[src/rtl/seq_multiplier.sv]
// seq_multiplier: multi-cycle shift-and-add multiplier that retires K
// multiplier bits per clock. It handles unsigned or two's-complement operands,
// chosen per operation, and uses valid/ready handshakes on both the request
// side and the result side.
//
// Ports:
//   i_clock        rising-edge clock
//   i_reset        synchronous, active-high reset
//   i_valid        operands valid (request)
//   o_ready        block can accept operands (high only in IDLE)
//   i_signed       1 = two's-complement operands, 0 = unsigned (sampled at accept)
//   i_multiplicand operand A, N bits (sampled at accept)
//   i_multiplier   operand B, N bits (sampled at accept)
//   o_valid        o_product holds a completed result
//   i_ready        consumer accepts the result
//   o_product      registered 2N-bit product, held until the next result
//   o_busy         high while the multiply is running (RUN and FIX)
module seq_multiplier #(
    parameter int N = 8,
    parameter int K = 1
) (
    input  logic           i_clock,
    input  logic           i_reset,
    input  logic           i_valid,
    output logic           o_ready,
    input  logic           i_signed,
    input  logic [N-1:0]   i_multiplicand,
    input  logic [N-1:0]   i_multiplier,
    output logic           o_valid,
    input  logic           i_ready,
    output logic [2*N-1:0] o_product,
    output logic           o_busy
);

    // Reject illegal parameter combinations at elaboration time.
    generate
        if (!((K == 1) || (K == 2) || (K == 4)) || (N < 2) || ((N % K) != 0)) begin : g_bad_params
            $error("seq_multiplier: illegal N/K combination");
        end
    endgenerate

    localparam int STEPS = N / K;
    localparam int CW    = $clog2(STEPS + 1);
    localparam logic [CW-1:0]  CNT_LAST = CW'(STEPS - 1);
    localparam logic [CW-1:0]  CNT_ONE  = CW'(1);
    localparam logic [N-1:0]   ONE_N    = N'(1);
    localparam logic [2*N-1:0] ONE_2N   = (2*N)'(1);

    typedef enum logic [1:0] {
        ST_IDLE = 2'd0,
        ST_RUN  = 2'd1,
        ST_FIX  = 2'd2,
        ST_DONE = 2'd3
    } state_t;

    state_t          state_r;
    state_t          state_next_s;
    logic [CW-1:0]   cnt_r;
    logic [2*N-1:0]  mcand_r;
    logic [N-1:0]    mplier_r;
    logic [2*N-1:0]  acc_r;
    logic            neg_r;
    logic [2*N-1:0]  product_r;
    logic            valid_r;
    logic            ready_r;
    logic            busy_r;
    logic            accept_s;
    logic [2*N-1:0]  partial_s;

    // Magnitude of an operand; -2^(N-1) maps to 2^(N-1), which still fits in N bits.
    function automatic logic [N-1:0] magnitude(input logic [N-1:0] v, input logic sgn);
        logic [N-1:0] r;
        if (sgn && v[N-1]) begin
            r = ~v + ONE_N;
        end else begin
            r = v;
        end
        return r;
    endfunction

    // Shifted multiplicand times the K low multiplier bits, as a sum of shifted copies.
    function automatic logic [2*N-1:0] partial_product(input logic [2*N-1:0] m, input logic [K-1:0] bits);
        logic [2*N-1:0] sum;
        sum = '0;
        for (int j = 0; j < K; j++) begin
            if (bits[j]) begin
                sum = sum + (m << j);
            end else begin
                sum = sum;
            end
        end
        return sum;
    endfunction

    assign accept_s  = (state_r == ST_IDLE) && i_valid;
    assign partial_s = partial_product(mcand_r, mplier_r[K-1:0]);

    // Next-state logic for the IDLE -> RUN -> FIX -> DONE sequence.
    always_comb begin
        state_next_s = state_r;
        case (state_r)
            ST_IDLE: begin
                if (i_valid) begin
                    state_next_s = ST_RUN;
                end else begin
                    state_next_s = ST_IDLE;
                end
            end
            ST_RUN: begin
                if (cnt_r == CNT_LAST) begin
                    state_next_s = ST_FIX;
                end else begin
                    state_next_s = ST_RUN;
                end
            end
            ST_FIX: begin
                state_next_s = ST_DONE;
            end
            ST_DONE: begin
                // o_valid is always high in DONE, so i_ready alone completes the handshake.
                if (i_ready) begin
                    state_next_s = ST_IDLE;
                end else begin
                    state_next_s = ST_DONE;
                end
            end
            default: begin
                state_next_s = ST_IDLE;
            end
        endcase
    end

    // State register plus registered handshake/status flags derived from the next state.
    always_ff @(posedge i_clock) begin
        if (i_reset) begin
            state_r <= ST_IDLE;
            ready_r <= 1'b1;
            busy_r  <= 1'b0;
        end else begin
            state_r <= state_next_s;
            ready_r <= (state_next_s == ST_IDLE);
            busy_r  <= (state_next_s == ST_RUN) || (state_next_s == ST_FIX);
        end
    end

    // Datapath: operand capture, shift-and-add iterations, sign fix-up and result hold.
    always_ff @(posedge i_clock) begin
        if (i_reset) begin
            cnt_r     <= '0;
            mcand_r   <= '0;
            mplier_r  <= '0;
            acc_r     <= '0;
            neg_r     <= 1'b0;
            product_r <= '0;
            valid_r   <= 1'b0;
        end else begin
            case (state_r)
                ST_IDLE: begin
                    if (accept_s) begin
                        cnt_r    <= '0;
                        mcand_r  <= {{N{1'b0}}, magnitude(i_multiplicand, i_signed)};
                        mplier_r <= magnitude(i_multiplier, i_signed);
                        neg_r    <= i_signed & (i_multiplicand[N-1] ^ i_multiplier[N-1]);
                        acc_r    <= '0;
                    end else begin
                        cnt_r <= cnt_r;
                    end
                end
                ST_RUN: begin
                    // Carry out of the accumulator cannot occur: |A|*|B| < 2^(2N).
                    acc_r    <= acc_r + partial_s;
                    mcand_r  <= mcand_r << K;
                    mplier_r <= mplier_r >> K;
                    cnt_r    <= cnt_r + CNT_ONE;
                end
                ST_FIX: begin
                    // Negating a zero magnitude wraps back to zero.
                    if (neg_r) begin
                        product_r <= ~acc_r + ONE_2N;
                    end else begin
                        product_r <= acc_r;
                    end
                    valid_r <= 1'b1;
                end
                ST_DONE: begin
                    if (i_ready) begin
                        valid_r <= 1'b0;
                    end else begin
                        valid_r <= 1'b1;
                    end
                end
                default: begin
                    valid_r <= 1'b0;
                end
            endcase
        end
    end

    assign o_ready   = ready_r;
    assign o_valid   = valid_r;
    assign o_busy    = busy_r;
    assign o_product = product_r;

endmodule
[config.mk]
export PLATFORM = sky130hd
export DESIGN_NAME = seq_multiplier
export DESIGN_NICKNAME = d
export VERILOG_FILES = /design/src/rtl/seq_multiplier.sv
export SDC_FILE = /design/constraint.sdc
export NUM_CORES = 1
export LEC_CHECK = 0
export CORE_MARGIN = 3
export CORE_UTILIZATION = 50
export CTS_BUF_LIST = sky130_fd_sc_hd__clkbuf_4 sky130_fd_sc_hd__clkbuf_8
export CTS_CLUSTER_DIAMETER = 100
export DETAILED_ROUTE_END_ITERATION = 16
export GPL_TIMING_DRIVEN = 0
export PLACE_DENSITY = 0.73
export SYNTH_ARGS = -nofsm -noshare
export SYNTH_HDL_FRONTEND = slang
export SYNTH_SLANG_ARGS = --single-unit
[constraint.sdc]
create_clock -name i_clock -period 6.7 [get_ports i_clock]
set_input_delay 1.005 -clock i_clock [delete_from_list [all_inputs] [get_ports i_clock]]
set_output_delay 1.005 -clock i_clock [all_outputs]
set_load 0.05 [all_outputs]
==> results.py, run 1 <==
metrics = {
    "timing": {
        "fin_crit_sh": 0.457,
        "worst_clock_skew_ns": 0.00966,
        "maxClockFrequency_mhz": 326,
        "finalCriticalPeriod_ns": 3.07,
        "timing.max_slew.rel_slack": 0.457,
        "finalHoldViolCount": 0,
        "grt_setup_unrepaired": "false",
        "fin_max_slew_vios": 0,
        "finalSetupTns_ns": 0,
        "actual_slew_at_the_worst_max_slew_pin_ns": 0.811,
        "setup_viol": 0,
    },
    "cts": {
        "cts_hold_repair.buffers": 0,
        "worstSkewPairLatency_ns": 0.34,
        "path_clk_slew_ns": 0.07,
        "cts_buffer_depth": 2,
        "tritoncts": "yes",
        "tritoncts.num_buffers": 9,
        "clock_tree.htree_level_count": 3,
        "cts_root_buffer": "clkbuf_8",
        "cts_resized": 0,
        "clock_sink_count": 66,
        "cts_setup_buffers": 0,
    },
    "cells_and_area": {
        "area_delta_synth_final_pct": 18.2,
        "nNetsFinal": 572,
        "register_area_sq_um": 1320,
        "stdcell_count": 634,
        "fill_cells": 701,
        "n_antenna_cell": 0,
        "area_used_by_multi_input_combinational_logic_sq_um": 2320,
        "layout-drive-gt1-share": 0.0542,
    },
    "critical_path": {
        "max_stage_delay_ns": 0.48,
        "startpoint": "mplier_r[0]",
        "cell_type_of_the_slowest_stage_on_the_worst_timing_path": "dfxtp_1",
        "worstSetupEndpointType": "flop",
        "critical-path-top-delay-family": "compound AO/OA/AOI/OAI gates",
        "cp_cell_sequence": "clkbuf_1 -> and2_1 -> ha_1 -> inv_1 -> fa_1 -> nor2b_1 -> o21ai_1 -> a21boi_1 -> o21ai_0 -> a21boi_0 -> o21ai_0 -> a32o_1",
        "crit_path_max_fanout": 10,
        "critPathBufInv": 2,
        "timing.critical_path.from_type": "flop",
        "worstPathRequired_ns": 6.93,
        "rr_startpoint": "mplier_r[0]",
        "timing.critical_path.arrival_ns": 3.30,
        "critical_path_class": "reg -> reg",
        "crit_top_cell": "o21ai_0",
    },
    "route": {
        "first_pass_iteration_count_of_the_detailed_router": 6,
        "drtIter0Drc": 241,
        "drt-total-wl_microns": 9030,
        "routed_wire_length_per_instance_microns": 14.2,
        "drc_errors": 0,
        "via_count": 3512,
        "routed_via_density": 5.54,
        "ant_nets": 0,
    },
    "global_routing": {
        "antenna_violations_before_repair": 0,
        "gr-total-overflow": 0,
        "number_of_global_route_vias_before_repair": 3310,
        "grt.total_usage": 0.217,
        "global_route_wire_length_before_repair_microns": 15200,
        "grt_max_degree": 12,
    },
    "floorplan": {
        "fp.coreArea_sq_um": 7290,
        "die_ar_sq_um": 8680,
        "floorplan.rows": 31,
        "die_h_microns": 93.2,
        "initial_core_util": 0.521,
        "chipWidth_microns": 93.2,
        "ios": 40,
    },
    "placed_design": {
        "port_buffers": 39,
        "number_of_cells_after_detailed_placement": 618,
        "dp.final_hpwl_microns": 6880,
        "gp_congestion": 0.910,
    },
    "pwr": {
        "power_leakage_nw": 1.78,
        "worst_ir_drop_vdd_uv": 91.5,
        "p_per_area_nw_per_um2": 178,
    },
    "synth": {
        "postSynthNetCount": 522,
        "mappedNetlistArea_sq_um": 3800,
        "yosys_register_bits": 66,
        "syn-instance-count": 480,
        "async_sr_flop_fraction": 0,
        "synth_top_flop_cell": "dfxtp_1",
        "ys_seq_area_frac": 0.348,
        "ys_types": 50,
        "yosys_warnings": 0,
        "synth_edf_count": 0,
        "synth.avg_cell_area_sq_um": 7.91,
    },
    "hold_path": {
        "hold_path.startpoint": "mcand_r[9]",
        "hold_path_class": "reg -> reg",
    },
    "status": {
        "status": "finished clean",
    },
    "job": {
        "cap_viol_max_count": 0,
    },
}
## placed cells by master (no fill, tap or decap), types with 2 or more instances in the layout
cell type        count
a211oi_1            13
a22o_1               2
nor2_1              43
a21o_1               4
inv_1               17
o41ai_2              2
a22oi_1             10
xor2_1              24
buf_2                3
buf_1                4
o31ai_1              5
a221oi_1             4
clkbuf_1            17
nor2b_1              4
o41ai_1              2
xnor2_1              7
nand2b_1             5
a311oi_1             3
nand4_1              2
a21oi_1             49
mux2i_1              2
or2_2                2
ha_1                20
clkbuf_8            10
or4_4                2
a21boi_0             4
clkinv_2             3
and3_1               3
nand3b_1             2
o21ai_0             23
or3_1                6
a31oi_1              8
nand3_1             25
clkinvlp_4           2
clkdlybuf4s50_1     39
and2_1              16
nand2_1             56
nor3_1              10
dfxtp_1             66
## cell families (layout without fill, tap and decap cells)
kind of cell / after synthesis / in the layout / synth area share
fa+ha+maj: 21 / 21 / 0.0712
xor+xnor: 31 / 31 / 0.0715
buf+inv: 41 / 96 / 0.0415
compound gates: 137 / 137 / 0.230
simple gates: 182 / 182 / 0.232
flops: 66 / 66 / 0.348
mux: 2 / 2 / 0.00527
## power breakdown
| group | leakage (nW) | internal, mW | switching [mW] | total [mW] |
|---|---|---|---|---|
| clock network | 0.0885 | 0.146 | 0.154 | 0.301 |
| logic | 1.16 | 0.0348 | 0.0555 | 0.0903 |
| registers | 0.535 | 0.401 | 0.00707 | 0.409 |
## tightest hold or removal path, cell delays in order (launching register included)
cell and delay [ns]:
dfxtp_1 0.32, nand2_1 0.05, a21oi_1 0.05
## cell usage after synthesis (3+ instances only)
cell type | number | area share
a221oi_1 | 4 | 0.0092
a211oi_1 | 13 | 0.026
a21oi_1 | 49 | 0.065
or3_1 | 6 | 0.0099
nor3_1 | 10 | 0.013
xnor2_1 | 7 | 0.016
a31oi_1 | 8 | 0.013
dfxtp_1 | 66 | 0.35
xor2_1 | 24 | 0.055
ha_1 | 20 | 0.066
nor2b_1 | 4 | 0.0066
buf_1 | 4 | 0.0040
nor2_1 | 43 | 0.043
a21o_1 | 4 | 0.0079
and2_1 | 16 | 0.026
and3_1 | 3 | 0.0049
nand3_1 | 25 | 0.033
o21ai_0 | 23 | 0.030
buf_2 | 3 | 0.0040
clkbuf_1 | 17 | 0.017
inv_1 | 17 | 0.017
a311oi_1 | 3 | 0.0069
nand2_1 | 56 | 0.055
o31ai_1 | 5 | 0.0099
a21boi_0 | 4 | 0.0079
a22oi_1 | 10 | 0.020
nand2b_1 | 5 | 0.0082
## sequential cells by signal (all words and copies together) (netlist names)
signal,cells
acc_r,16
cnt_r,4
mcand_r,16
mplier_r,8
neg_r,1
o_busy,1
o_product,16
o_ready,1
o_valid,1
state_r,2
## path summary, 6_finish.rpt
check / endpoint / slack [ns] / cells after the start
max: acc_r[14] / 3.63 / 12
min: mcand_r[10] / 0.46 / 2
max reg2reg: acc_r[14] / 3.63 / 12
min reg2reg: mcand_r[10] / 0.46 / 2
## routing by layer
metal | global-route usage | share of wire
met1 | 0.285 | 0.48
met2 | 0.357 | 0.47
met3 | 0.0346 | 0.044
met4 | 0.0867 | 0.014
met5 | 0 | 0
## area by class of cell
| class | count | area share |
|---|---|---|
| multi-input cells | 373 | 0.517 |
| flip-flops and latches | 66 | 0.294 |
| repair buffers | 39 | 0.0870 |
| clock buffers | 11 | 0.0323 |
| well taps | 99 | 0.0276 |
| plain buffers | 24 | 0.0209 |
| inverters | 17 | 0.0142 |
| clock inverters | 5 | 0.00669 |
## through the flow
step	setup WS [ns]	area [sq um]	utilization	hold WS (ns)	power (mW)
after floorplan	4.25	3800	-	0.432	0.471
after global placement	3.70	4310	0.591	0.446	0.506
after detailed placement	3.69	4310	0.591	0.457	0.507
after CTS	3.68	4490	0.615	0.465	0.803
after global routing	3.26	4490	0.615	0.476	0.834
final	3.63	4490	0.615	0.461	0.799
Note: power is estimated with default switching activity, not from simulation.
==> run 2, diff against run 1 <==
==> constraint.sdc (replaced) <==
create_clock -name i_clock -period 3.15 [get_ports i_clock]
set_input_delay 0.4725 -clock i_clock [delete_from_list [all_inputs] [get_ports i_clock]]
set_output_delay 0.4725 -clock i_clock [all_outputs]
set_load 0.05 [all_outputs]
==> run 2 against run 1 <==
Against the previous run:
- hold slack worse by 0.0011 ns
- register-to-register slack got worse by 3.2 ns
- largest cell class unchanged
- critical path type unchanged
- clock skew grew 0.00063 ns
- largest power group unchanged
- via count increased by 0.20%
- count of clock-buffer cells in the layout did not move
==> results.py, run 2 (synthesis results as in run 1) <==
metrics = {
    "cts": {
        "cts_buffer_depth": 2,
        "tritoncts": "yes",
        "clock_sink_count": 66,
        "path_clk_slew_ns": 0.07,
        "cts_hold_repair.buffers": 0,
        "clock_tree.htree_level_count": 3,
        "worstSkewPairLatency_ns": 0.35,
        "cts_setup_buffers": 0,
        "tritoncts.num_buffers": 9,
        "cts_root_buffer": "clkbuf_8",
    },
    "pwr": {
        "power_leakage_nw": 1.78,
        "report.power.total_mw": 1.70,
        "worst_ir_drop_vdd_uv": 192,
        "p_per_area_nw_per_um2": 379,
    },
    "critical_path": {
        "timing.critical_path.arrival_ns": 2.99,
        "worstSetupEndpointType": "flop",
        "timing.critical_path.from_type": "flop",
        "cell_type_of_the_slowest_stage_on_the_worst_timing_path": "dfxtp_2",
        "max_stage_delay_ns": 0.41,
        "worstPathRequired_ns": 3.39,
        "crit_path_max_fanout": 10,
        "critical_path_class": "reg -> reg",
        "cp_cell_sequence": "clkbuf_2 -> and2_1 -> ha_1 -> inv_1 -> fa_1 -> nor2b_1 -> o21ai_1 -> a21boi_1 -> o21ai_0 -> a21boi_1 -> o21ai_0 -> a32o_1",
    },
    "timing": {
        "fin_crit_sh": 0.874,
        "grt_setup_unrepaired": "false",
        "maxClockFrequency_mhz": 363,
        "fin_max_slew_vios": 0,
        "worst_slack_ns": 0.396,
        "finalSetupTns_ns": 0,
        "setup_viol": 0,
        "finalCriticalPeriod_ns": 2.75,
        "actual_slew_at_the_worst_max_slew_pin_ns": 0.826,
        "timing.max_slew.rel_slack": 0.446,
        "finalHoldViolCount": 0,
        "hold_slack_ns": 0.460,
        "worst_clock_skew_ns": 0.0103,
    },
    "route": {
        "first_pass_iteration_count_of_the_detailed_router": 4,
        "via_count": 3519,
        "drt-total-wl_microns": 9020,
        "routed_via_density": 5.55,
        "routed_wire_length_per_instance_microns": 14.2,
        "drc_errors": 0,
        "drtIter0Drc": 243,
        "ant_nets": 0,
    },
    "floorplan": {
        "floorplan.rows": 31,
        "fp.coreArea_sq_um": 7290,
        "ios": 40,
        "chipWidth_microns": 93.2,
        "initial_core_util": 0.521,
        "die_h_microns": 93.2,
        "die_ar_sq_um": 8680,
    },
    "status": {
        "status": "finished clean",
    },
    "cells_and_area": {
        "post-route-util": 0.616,
        "final_cell_mix": "65 x dfxtp_1, 56 x nand2_1, 49 x a21oi_1",
        "layout-drive-gt1-share": 0.0579,
        "mostFrequentLayoutCell": "dfxtp_1",
        "nNetsFinal": 572,
        "n_antenna_cell": 0,
        "area_delta_synth_final_pct": 18.2,
    },
    "placed_design": {
        "port_buffers": 39,
        "dp.final_hpwl_microns": 6880,
        "gp_congestion": 0.910,
        "dpl_worst_slack_ns": 0.144,
    },
    "global_routing": {
        "antenna_violations_before_repair": 0,
        "grt.total_usage": 0.217,
        "number_of_global_route_vias_before_repair": 3310,
        "gr-total-overflow": 0,
        "global_route_wire_length_before_repair_microns": 15200,
        "grt_max_degree": 12,
    },
    "job": {
        "cap_viol_max_count": 0,
    },
    "hold_path": {
        "hold_path_class": "reg -> reg",
    },
}
## run 2: cell counts in the layout (fill, tap and decap cells not counted)
No cell type changed its count.
## run 2: power by group
| group | total [mW] | internal (mW) | leakage, nW | switching (mW) |
|---|---|---|---|---|
| combinational | 0.193 | 0.0742 | 1.16 | 0.118 |
| sequential | 0.869 | 0.854 | 0.536 | 0.0149 |
| clock | 0.640 | 0.311 | 0.0885 | 0.328 |
## run 2: critical path: cells and delay by family, from the launching register on
kind                     cells  cell delay, ns
adder cells (fa/ha/maj)      2            0.53
AND/OR/NAND/NOR              2            0.32
AO/OA/AOI/OAI                6            1.11
flip-flops                   1            0.41
buffers and inverters        2            0.29
## run 2: routing by layer
metal / vias to the layer above / part of all wire / GRT usage
met2: 90 / 0.46 / 0.357
li1: 1814 / - / -
met5: - / 0 / 0
met3: 13 / 0.052 / 0.0346
met1: 1602 / 0.47 / 0.285
met4: 0 / 0.018 / 0.0867
## run 2: path summary, 6_finish.rpt
kind,start,to,slack (ns),depth (start not counted)
worst max-delay path,mplier_r[0],acc_r[14],0.40,12
worst min-delay path,mcand_r[9],mcand_r[10],0.46,2
worst max register to register,mplier_r[0],acc_r[14],0.40,12
worst min register to register,mcand_r[9],mcand_r[10],0.46,2
## run 2: area by class of cell
type / instances / area [sq um]
fillers: 699 / 2800
clock inverters: 5 / 30.0
repair buffers: 39 / 390
well taps: 99 / 124
multi-input cells: 373 / 2320
flip-flops and latches: 66 / 1320
clock buffers: 11 / 145
plain buffers: 24 / 95.1
inverters: 17 / 63.8
## run 2: repair_timing
action                     4_1_cts  5_1_grt
setup endpoints to repair        0        1
gates resized for setup          0        4
hold endpoints to repair         0        0
## run 2: metrics by stage
step / cell area [sq um] / std cells
finish: 4490 / 634
global route: 4490 / 634
CTS: 4490 / 634
detailed placement: 4310 / 618
global placement: 4310 / 618
floorplan: 3800 / 480
==> run 3, diff against run 2 <==
--- a/config.mk
+++ b/config.mk
@@ -5,6 +5,7 @@
 export SDC_FILE = /design/constraint.sdc
 export NUM_CORES = 1
 export LEC_CHECK = 0
+export CAP_MARGIN = 20
 export CORE_MARGIN = 3
 export CORE_UTILIZATION = 50
 export CTS_BUF_LIST = sky130_fd_sc_hd__clkbuf_4 sky130_fd_sc_hd__clkbuf_8
==> results of run 3 <==
The final DEF is identical to that of run 2; final timing and power are the same.
==> RTL change (config.mk and constraints of run 1) <==
Encoding of `state_t`: now one-hot (4 bits for 4 states).
--- a/src/rtl/seq_multiplier.sv
+++ b/src/rtl/seq_multiplier.sv
@@ -48,7 +48,7 @@
 
-    typedef enum logic [1:0] {
-        ST_IDLE = 2'd0,
-        ST_RUN  = 2'd1,
-        ST_FIX  = 2'd2,
-        ST_DONE = 2'd3
+    typedef enum logic [3:0] {
+        ST_IDLE = 4'b0001,
+        ST_RUN  = 4'b0010,
+        ST_FIX  = 4'b0100,
+        ST_DONE = 4'b1000
     } state_t;
Behaviour: no difference found for any inputs over 10 cycles, from zero or initial values and one cycle with i_reset high; not proved beyond that.
==> RTL change against run 1 <==
- worst setup slack improved by 0.045 ns
- worst hold slack got worse by 0.0028 ns
- combinational power decreased by 3.1%
- first-iteration DRC count increased by 21%
- area after synthesis increased by 2.4%
- clock skew decreased by 0.00087 ns
- clock power increased by 10%
- final area increased by 2.1%
- total power increased by 5.1%
- wire length decreased by 0.43%
- global-route usage decreased by 0.86 points
- maximum frequency increased by 1.5%
- sequential cell count increased by 2
- largest cell class unchanged
==> RTL change: results <==
export IMPL_synth_compound_area_share_pct=23.30
export IMPL_synthXorXnorAreaFrac_pct=6.984
export IMPL_route_vias_total=3519
export IMPL_critPathMaxStageDelay_ns=0.43
export IMPL_wl_met1_um=4212
export IMPL_firstDrtPassIters=5
export IMPL_final_util_pct=61.85
export IMPL_yosysSeqAreaShare_pct=35.02
export IMPL_worstHoldStart="o_product[12]$_SDFFE_PP0N_"
export IMPL_multi_input_gates=365
export IMPL_vdd_drop_max_uv=88.21
export IMPL_seq_share_pct=29.71
export IMPL_rrSetupSlack_ns=3.68
export IMPL_syn_area_per_cell_um2=8.219
export IMPL_io_buffers=38
export IMPL_multi_input_area_share_pct=50.93
export IMPL_fin_ws_ns=3.680
export IMPL_clk_share_pct=4.151
export IMPL_nets=563
export IMPL_reg2reg_to="acc_r[12]$_SDFFE_PP0P_"
export IMPL_n_fill_cell=672
export IMPL_syn_num_nets=514
export IMPL_grt_pass1_wl_um=14630
export IMPL_drt_iter0_markers=291
export IMPL_synth_common_cells="68 x dfxtp_1, 59 x nor2_1, 45 x nand2_1, 40 x a21oi_1, 23 x xor2_1"
export IMPL_n_all_buffers=62
export IMPL_synthAdderAreaFrac_pct=6.630
export IMPL_track_usage_pct=20.86
export IMPL_inverters=16
export IMPL_status="finished, final reports clean"
export IMPL_synth_mux_area_share_pct=1.352
export IMPL_dp_cells=610
export IMPL_cellLeakagePower_nw=1.741
export IMPL_nClkBuffers=10
==> RTL change: cell types whose count changed in the layout (fill, tap and decap cells not counted), moves of 4 or more <==
cell,run 1,this run
o21ai_1,1,14
o21ai_0,23,7
a21oi_1,49,40
nor2_1,43,59
nand3_1,25,14
a22oi_1,10,16
nand2_1,56,45
a222oi_1,0,7
a21boi_0,4,0
buf_6,0,4
==> RTL change: power by group through the flow <==
stage | Clock, mW | Sequential [mW] | Combinational [mW]
final | 0.331 | 0.421 | 0.0875
after global routing | 0.355 | 0.422 | 0.0961
after CTS | 0.337 | 0.421 | 0.0873
after detailed placement | 0 | 0.430 | 0.0871
after global placement | 0 | 0.430 | 0.0856
after floorplan | 0 | 0.431 | 0.0521
==> RTL change: worst reg2reg max path: cells and delay by family, from the launching register on <==
kind / cells / cell delay (ns)
DFF: 1 / 0.43
buffers and inverters: 2 / 0.36
and+or+nand+nor: 2 / 0.37
adders and majority gates: 2 / 0.56
AOI/OAI and AO/OA: 5 / 1.20
